`src/rtl/peripheral_wb_pkg.sv`:
```
// Shared definitions for the WishBone UART peripheral: receiver states, LCR
// bit positions and receive-word error bit positions.
package peripheral_wb_pkg;

    typedef enum logic [2:0] {
        IDLE      = 3'd0,
        START     = 3'd1,
        DATA      = 3'd2,
        PARITY    = 3'd3,
        STOP      = 3'd4,
        PUSH      = 3'd5,
        WAIT_IDLE = 3'd6
    } rx_state_e;

    localparam int unsigned LCR_WLS_LO = 0;
    localparam int unsigned LCR_WLS_HI = 1;
    localparam int unsigned LCR_STB    = 2;
    localparam int unsigned LCR_PEN    = 3;
    localparam int unsigned LCR_EPS    = 4;
    localparam int unsigned LCR_SP     = 5;

    localparam int unsigned UART_RX_BRK = 2;
    localparam int unsigned UART_RX_PE  = 1;
    localparam int unsigned UART_RX_FE  = 0;

    // Data bits above the word length are zero, so XOR over all 8 bits is safe.
    function automatic logic rx_parity_expected(input logic [5:0] lcr, input logic [7:0] data);
        if (lcr[LCR_SP])
            return ~lcr[LCR_EPS];
        else if (lcr[LCR_EPS])
            return ^data;
        else
            return ~^data;
    endfunction

endpackage

```
`src/rtl/peripheral_uart_sync_wb.sv`:
```
// Multi-flop synchronizer for an asynchronous, idle-high serial input.
module peripheral_uart_sync_wb #(
    parameter int unsigned SYNC_STAGES = 2
) (
    input  logic clk_i,
    input  logic rst_i,
    input  logic d_i,
    output logic q_o
);

    logic [SYNC_STAGES-1:0] sync_q;

    always_ff @(posedge clk_i) begin
        if (rst_i)
            sync_q <= '1;
        else
            sync_q <= {sync_q[SYNC_STAGES-2:0], d_i};
    end

    assign q_o = sync_q[SYNC_STAGES-1];

endmodule

```
`src/rtl/peripheral_uart_receiver_wb.sv`:
```
// UART receiver: 16x oversampled deframing of srx_pad_i into one
// {data, break, parity_err, framing_err} word pushed per frame.
module peripheral_uart_receiver_wb
    import peripheral_wb_pkg::*;
#(
    parameter int unsigned FIFO_WIDTH  = 11,
    parameter int unsigned SYNC_STAGES = 2
) (
    input  logic                  clk,
    input  logic                  wb_rst_i,
    input  logic                  enable,
    input  logic                  srx_pad_i,
    input  logic [5:0]            lcr,
    input  logic                  rx_reset,
    output logic                  rf_push,
    output logic [FIFO_WIDTH-1:0] rf_data_in,
    output logic [2:0]            rstate
);

    rx_state_e             state_q, state_d;
    logic [3:0]            tick_q, tick_d;
    logic [2:0]            bit_q, bit_d;
    logic [7:0]            data_q, data_d;
    logic                  par_bit_q, par_bit_d;
    logic                  par_err_q, par_err_d;
    logic [FIFO_WIDTH-1:0] rf_data_q, rf_data_d;
    logic                  srx_s;
    logic                  mid;
    logic [2:0]            last_bit;
    logic                  stb_unused;

    peripheral_uart_sync_wb #(
        .SYNC_STAGES(SYNC_STAGES)
    ) u_sync (
        .clk_i(clk),
        .rst_i(wb_rst_i),
        .d_i  (srx_pad_i),
        .q_o  (srx_s)
    );

    assign stb_unused = lcr[LCR_STB];
    assign mid        = enable && (tick_q == 4'd7);
    assign last_bit   = 3'd4 + {1'b0, lcr[LCR_WLS_HI:LCR_WLS_LO]};

    always_comb begin
        state_d   = state_q;
        tick_d    = tick_q;
        bit_d     = bit_q;
        data_d    = data_q;
        par_bit_d = par_bit_q;
        par_err_d = par_err_q;
        rf_data_d = rf_data_q;

        unique case (state_q)
            IDLE: begin
                if (enable && !srx_s) begin
                    state_d   = START;
                    tick_d    = '0;
                    data_d    = '0;
                    par_bit_d = 1'b0;
                    par_err_d = 1'b0;
                end
            end
            // The tick counter free-runs through 15->0, so each later
            // mid-sample lands 16 ticks after the previous one.
            START: begin
                if (enable) begin
                    tick_d = tick_q + 4'd1;
                    if (mid) begin
                        if (srx_s) begin
                            state_d = IDLE;
                            tick_d  = '0;
                        end else begin
                            state_d = DATA;
                            bit_d   = '0;
                        end
                    end
                end
            end
            DATA: begin
                if (enable) begin
                    tick_d = tick_q + 4'd1;
                    if (mid) begin
                        data_d[bit_q] = srx_s;
                        if (bit_q == last_bit)
                            state_d = lcr[LCR_PEN] ? PARITY : STOP;
                        else
                            bit_d = bit_q + 3'd1;
                    end
                end
            end
            PARITY: begin
                if (enable) begin
                    tick_d = tick_q + 4'd1;
                    if (mid) begin
                        par_bit_d = srx_s;
                        par_err_d = (srx_s != rx_parity_expected(lcr, data_q));
                        state_d   = STOP;
                    end
                end
            end
            STOP: begin
                if (enable) begin
                    tick_d = tick_q + 4'd1;
                    if (mid) begin
                        rf_data_d              = '0;
                        rf_data_d[10:3]        = data_q;
                        rf_data_d[UART_RX_BRK] = (data_q == 8'd0) && !(lcr[LCR_PEN] && par_bit_q)
                                                 && !srx_s;
                        rf_data_d[UART_RX_PE]  = lcr[LCR_PEN] && par_err_q;
                        rf_data_d[UART_RX_FE]  = !srx_s;
                        state_d                = PUSH;
                    end
                end
            end
            PUSH: begin
                tick_d  = '0;
                state_d = rf_data_q[UART_RX_FE] ? WAIT_IDLE : IDLE;
            end
            WAIT_IDLE: begin
                if (srx_s)
                    state_d = IDLE;
            end
            default: state_d = IDLE;
        endcase
    end

    always_ff @(posedge clk) begin
        if (wb_rst_i || rx_reset) begin
            state_q   <= IDLE;
            tick_q    <= '0;
            bit_q     <= '0;
            data_q    <= '0;
            par_bit_q <= 1'b0;
            par_err_q <= 1'b0;
            rf_data_q <= '0;
        end else begin
            state_q   <= state_d;
            tick_q    <= tick_d;
            bit_q     <= bit_d;
            data_q    <= data_d;
            par_bit_q <= par_bit_d;
            par_err_q <= par_err_d;
            rf_data_q <= rf_data_d;
        end
    end

    assign rf_push    = (state_q == PUSH) && !rx_reset;
    assign rf_data_in = rf_data_q;
    assign rstate     = state_q;

endmodule

```
`config.mk`:
```
export PLATFORM = sky130hd
export DESIGN_NAME = peripheral_uart_receiver_wb
export DESIGN_NICKNAME = d
export VERILOG_FILES = /design/src/rtl/peripheral_wb_pkg.sv /design/src/rtl/peripheral_uart_sync_wb.sv /design/src/rtl/peripheral_uart_receiver_wb.sv
export SDC_FILE = /design/constraint.sdc
export NUM_CORES = 1
export LEC_CHECK = 0
export ABC_AREA = 0
export CAP_MARGIN = 0
export CORE_MARGIN = 5
export CORE_UTILIZATION = 49
export DETAILED_ROUTE_END_ITERATION = 16
export PLACE_DENSITY = 0.83
export REMOVE_ABC_BUFFERS = 1
export SYNTH_ARGS = -nofsm -noshare
export SYNTH_HDL_FRONTEND = slang
export SYNTH_HIERARCHICAL = 1
export SYNTH_SLANG_ARGS = --single-unit
```
`constraint.sdc`:
```
create_clock -name clk -period 1.6 [get_ports clk]
set_input_delay 0.16 -clock clk [delete_from_list [all_inputs] [get_ports clk]]
set_output_delay 0.16 -clock clk [all_outputs]
set_load 0.01 [all_outputs]
```
==> results of run 1 <==
-- final timing paths --
check	startpoint	end	slack (ps)	cells after the start
min	u_sync/sync_q[0]$_SDFF_PP1_	u_sync/sync_q[1]$_SDFF_PP1_	410	1
max	tick_q[0]$_SDFFE_PP0P_	tick_q[2]$_SDFFE_PP0P_	-10	6
max reg2reg	tick_q[0]$_SDFFE_PP0P_	tick_q[2]$_SDFFE_PP0P_	-10	6
min reg2reg	u_sync/sync_q[0]$_SDFF_PP1_	u_sync/sync_q[1]$_SDFF_PP1_	410	1
-- per-layer routing --
| metal | GRT usage (%) | vias up |
|---|---|---|
| li1 | - | 888 |
| met1 | 23.1 | 851 |
| met2 | 29.7 | 64 |
| met3 | 5.26 | 10 |
| met4 | 7.52 | 0 |
| met5 | 0 | - |
-- power by group through the flow --
| stage | clock network, mW | registers, mW | logic (mW) |
|---|---|---|---|
| floorplan | 0 | 0.850 | 0.0421 |
| global placement | 0 | 0.846 | 0.102 |
| detailed placement | 0 | 0.846 | 0.103 |
| CTS | 0.820 | 0.827 | 0.106 |
| global route | 0.861 | 0.826 | 0.116 |
| finish | 0.808 | 0.826 | 0.109 |
-- final cells by class --
cell class | count | area share, %
clock buffers | 7 | 3.46
clock inverters | 1 | 1.20
inverters | 15 | 2.26
multi-input cells | 167 | 45.5
flip-flops and latches | 33 | 27.0
well taps | 48 | 2.41
repair buffers | 52 | 18.2
-- registers in the layout, indices dropped and copies added, names as in the netlist --
name,flops
par_err_q,1
u_sync/sync_q,2
data_q,8
rf_data_in,11
bit_q,3
tick_q,4
par_bit_q,1
rstate,3
-- layout by cell type (no fill, tap or decap), drive strengths merged, types with 2 or more instances in the layout --
cell / Yosys / final
xnor2: 8 / 8
o21a: 2 / 2
mux2i: 3 / 3
inv: 15 / 15
a211o: 3 / 3
clkbuf: 6 / 7
a21oi: 31 / 31
nor3: 9 / 9
o311ai: 3 / 3
buf: 7 / 28
nand2b: 5 / 5
and3: 2 / 2
o211ai: 2 / 2
clkdlybuf4s50: 0 / 22
nand4: 3 / 3
or2: 4 / 4
o21ai: 8 / 8
nand3: 11 / 11
nand2: 32 / 32
dfxtp: 33 / 33
nor2: 15 / 15
ha: 6 / 6
nand3b: 2 / 2
nor4: 2 / 2
-- critical path, stage by stage, from the launching register on --
cell and delay (ps):
dfxtp_2 330, ha_4 170, and4b_4 200, a211o_4 350, a221oi_4 270, nand3b_1 110, a21oi_1 120
-- cell families after synthesis --
kind of cell | count (synthesis) | synth area share (%)
flops | 33 | 36.3
buf+inv | 28 | 6.19
xor+xnor | 9 | 4.33
fa+ha+maj | 6 | 4.13
compound gates | 59 | 21.3
mux | 3 | 1.65
simple gates | 90 | 26.1
-- timing repair --
action,CTS,global route
endpoints found under the hold margin,0,0
resized for setup,9,20
endpoints found under the setup margin,17,16
setup buffers,0,1
pin swaps,6,3
==> impl_metrics.csv, run 1 <==
group,metric,value,unit
place,dp_slack,-265,ps
timing,slew_headroom,76.1,%
layout,multi_input_area,1130,µm²
floorplan,die_width,70.9,µm
drt,vias_per_cell,5.61,
layout,regArea,673,µm²
grt,grt_pass1_wl,7.31,mm
outcome,status,"complete, but fails checks",
layout,drive_gt1_share,24.4,%
critical_path,critPathMaxFanout,4,
synth,synth_area,1820,µm²
power_and_ir_drop,p_leak,0.925,nW
timing,hold_viol_final,0,
worst_hold_path,hold_path_class,"flop to flop",
clock_tree,clk_latency,290,ps
timing,fin_crit,1610,ps
layout,final_area,2500,µm²
synth,async_flop_share,0,%
layout,fill_cells,277,
synth,ys_warn_count,6,
timing,fin_setup_tns,-25.1,ps
critical_path,required,1820,ps
synth,synth_seq_area_share,36.3,%
timing,max_clock_freq,619,MHz
critical_path,arrival,1830,ps
place,place_area,2270,µm²
clock_tree,cts_hold_buf,0,
floorplan,initial_utilization,50.1,%
drt,top_layer,"met4",
synth,avgSynthCellArea,7.98,µm²
power_and_ir_drop,clkPwrFrac,46.4,%
grt,antenna_found_initial,0,
clock_tree,clock_sink_count,33,
synth,syn_inst,228,
grt,grt_overflow,0,
outcome,violations,"negative setup slack",
drt,drt_iter0_markers,177,
power_and_ir_drop,switching_share,20.7,%
drt,met1Wirelength,1.93,mm
drt,wl_met3,304,µm
grt,grt_use_total,18.4,%
critical_path,critPathCaptureType,"flop",
floorplan,rows,22,
power_and_ir_drop,power_switching,0.361,mW
flow_run,drv_cap,0,
floorplan,io_pins,26,
floorplan,dieArea,5030,µm²
drt,num_vias,1813,
critical_path,cp-start-kind,"flop",
drt,wl_per_cell,14.3,µm
synth,synthTopCellsByArea,"dfxtp_1 36%, a21oi_1 8.3%, nand2_1 6.6%, ha_1 4.1%, xnor2_1 3.9%",
drt,dr_wl_met2,2.28,mm
synth,synth_ff_type,"dfxtp_1",
clock_tree,cts_tree,"done",
place,dpl.cell_count,314,
timing,worst_slack,-14.3,ps
timing,final.setup_skew,5.15,ps
synth,synth.ff_latch_count,33,
layout,nNetsFinal,291,
synth,synth_commonest_cells,"33 x dfxtp_1, 32 x nand2_1, 30 x a21oi_1",
timing,finalCritPeriodShare,101,%
place,dp_hpwl,3.12,mm
drt,firstDrtPassIters,5,
timing,slew_viol_final,0,
grt,grt_pass1_vias,1587,
power_and_ir_drop,power_density,699,nW/µm²
power_and_ir_drop,combPwrFrac,6.3,%
power_and_ir_drop,p_int,1.38,mW
floorplan,fp.coreArea,3630,µm²
synth,yosysTopAreaCellShare,36.3,%
layout,utilization,68.7,%
clock_tree,cts_buffer_depth,2,
power_and_ir_drop,pwr-share-seq,47.4,%
drt,routed_wl,4.61,mm
grt,grt_max_degree,13,
timing,hold_slack,407,ps
critical_path,crit_type,"flop to flop",
timing,worst_slew_pin_slew,357,ps
place,io_buffers,24,
power_and_ir_drop,peakVddDrop,326,µV
layout,area.growth.synth_to_final,37.2,%
drt,ant_nets,0,
layout,final_cells,323,
layout,antennaDiodeCount,0,
clock_tree,clock-root-buffer,"clkbuf_8",
timing,rsz0062_at_grt,"true",
synth,yosysUniqueCellTypes,50,
synth,synth_area_leader_cell,"dfxtp_1",
drt,route.detailed.drc,0,
synth,synth_edf_count,0,
synth,synth.most_common_cell,"dfxtp_1",
timing,setup_viol,3,
clock_tree,htreeDepth,2,
power_and_ir_drop,report.power.total,1.74,mW
clock_tree,path_clk_slew,60,ps
clock_tree,cts-buffers-inserted,5,
place,gp_congestion,0.855,
floorplan,die_h,70.9,µm
Power figures use the tool's default switching activity.
==> run 2, diff against run 1 <==
- HOLD_SLACK_MARGIN: default -> 0.02
==> results of run 2 <==
Final layout, timing and power as in run 1 (identical DEF).
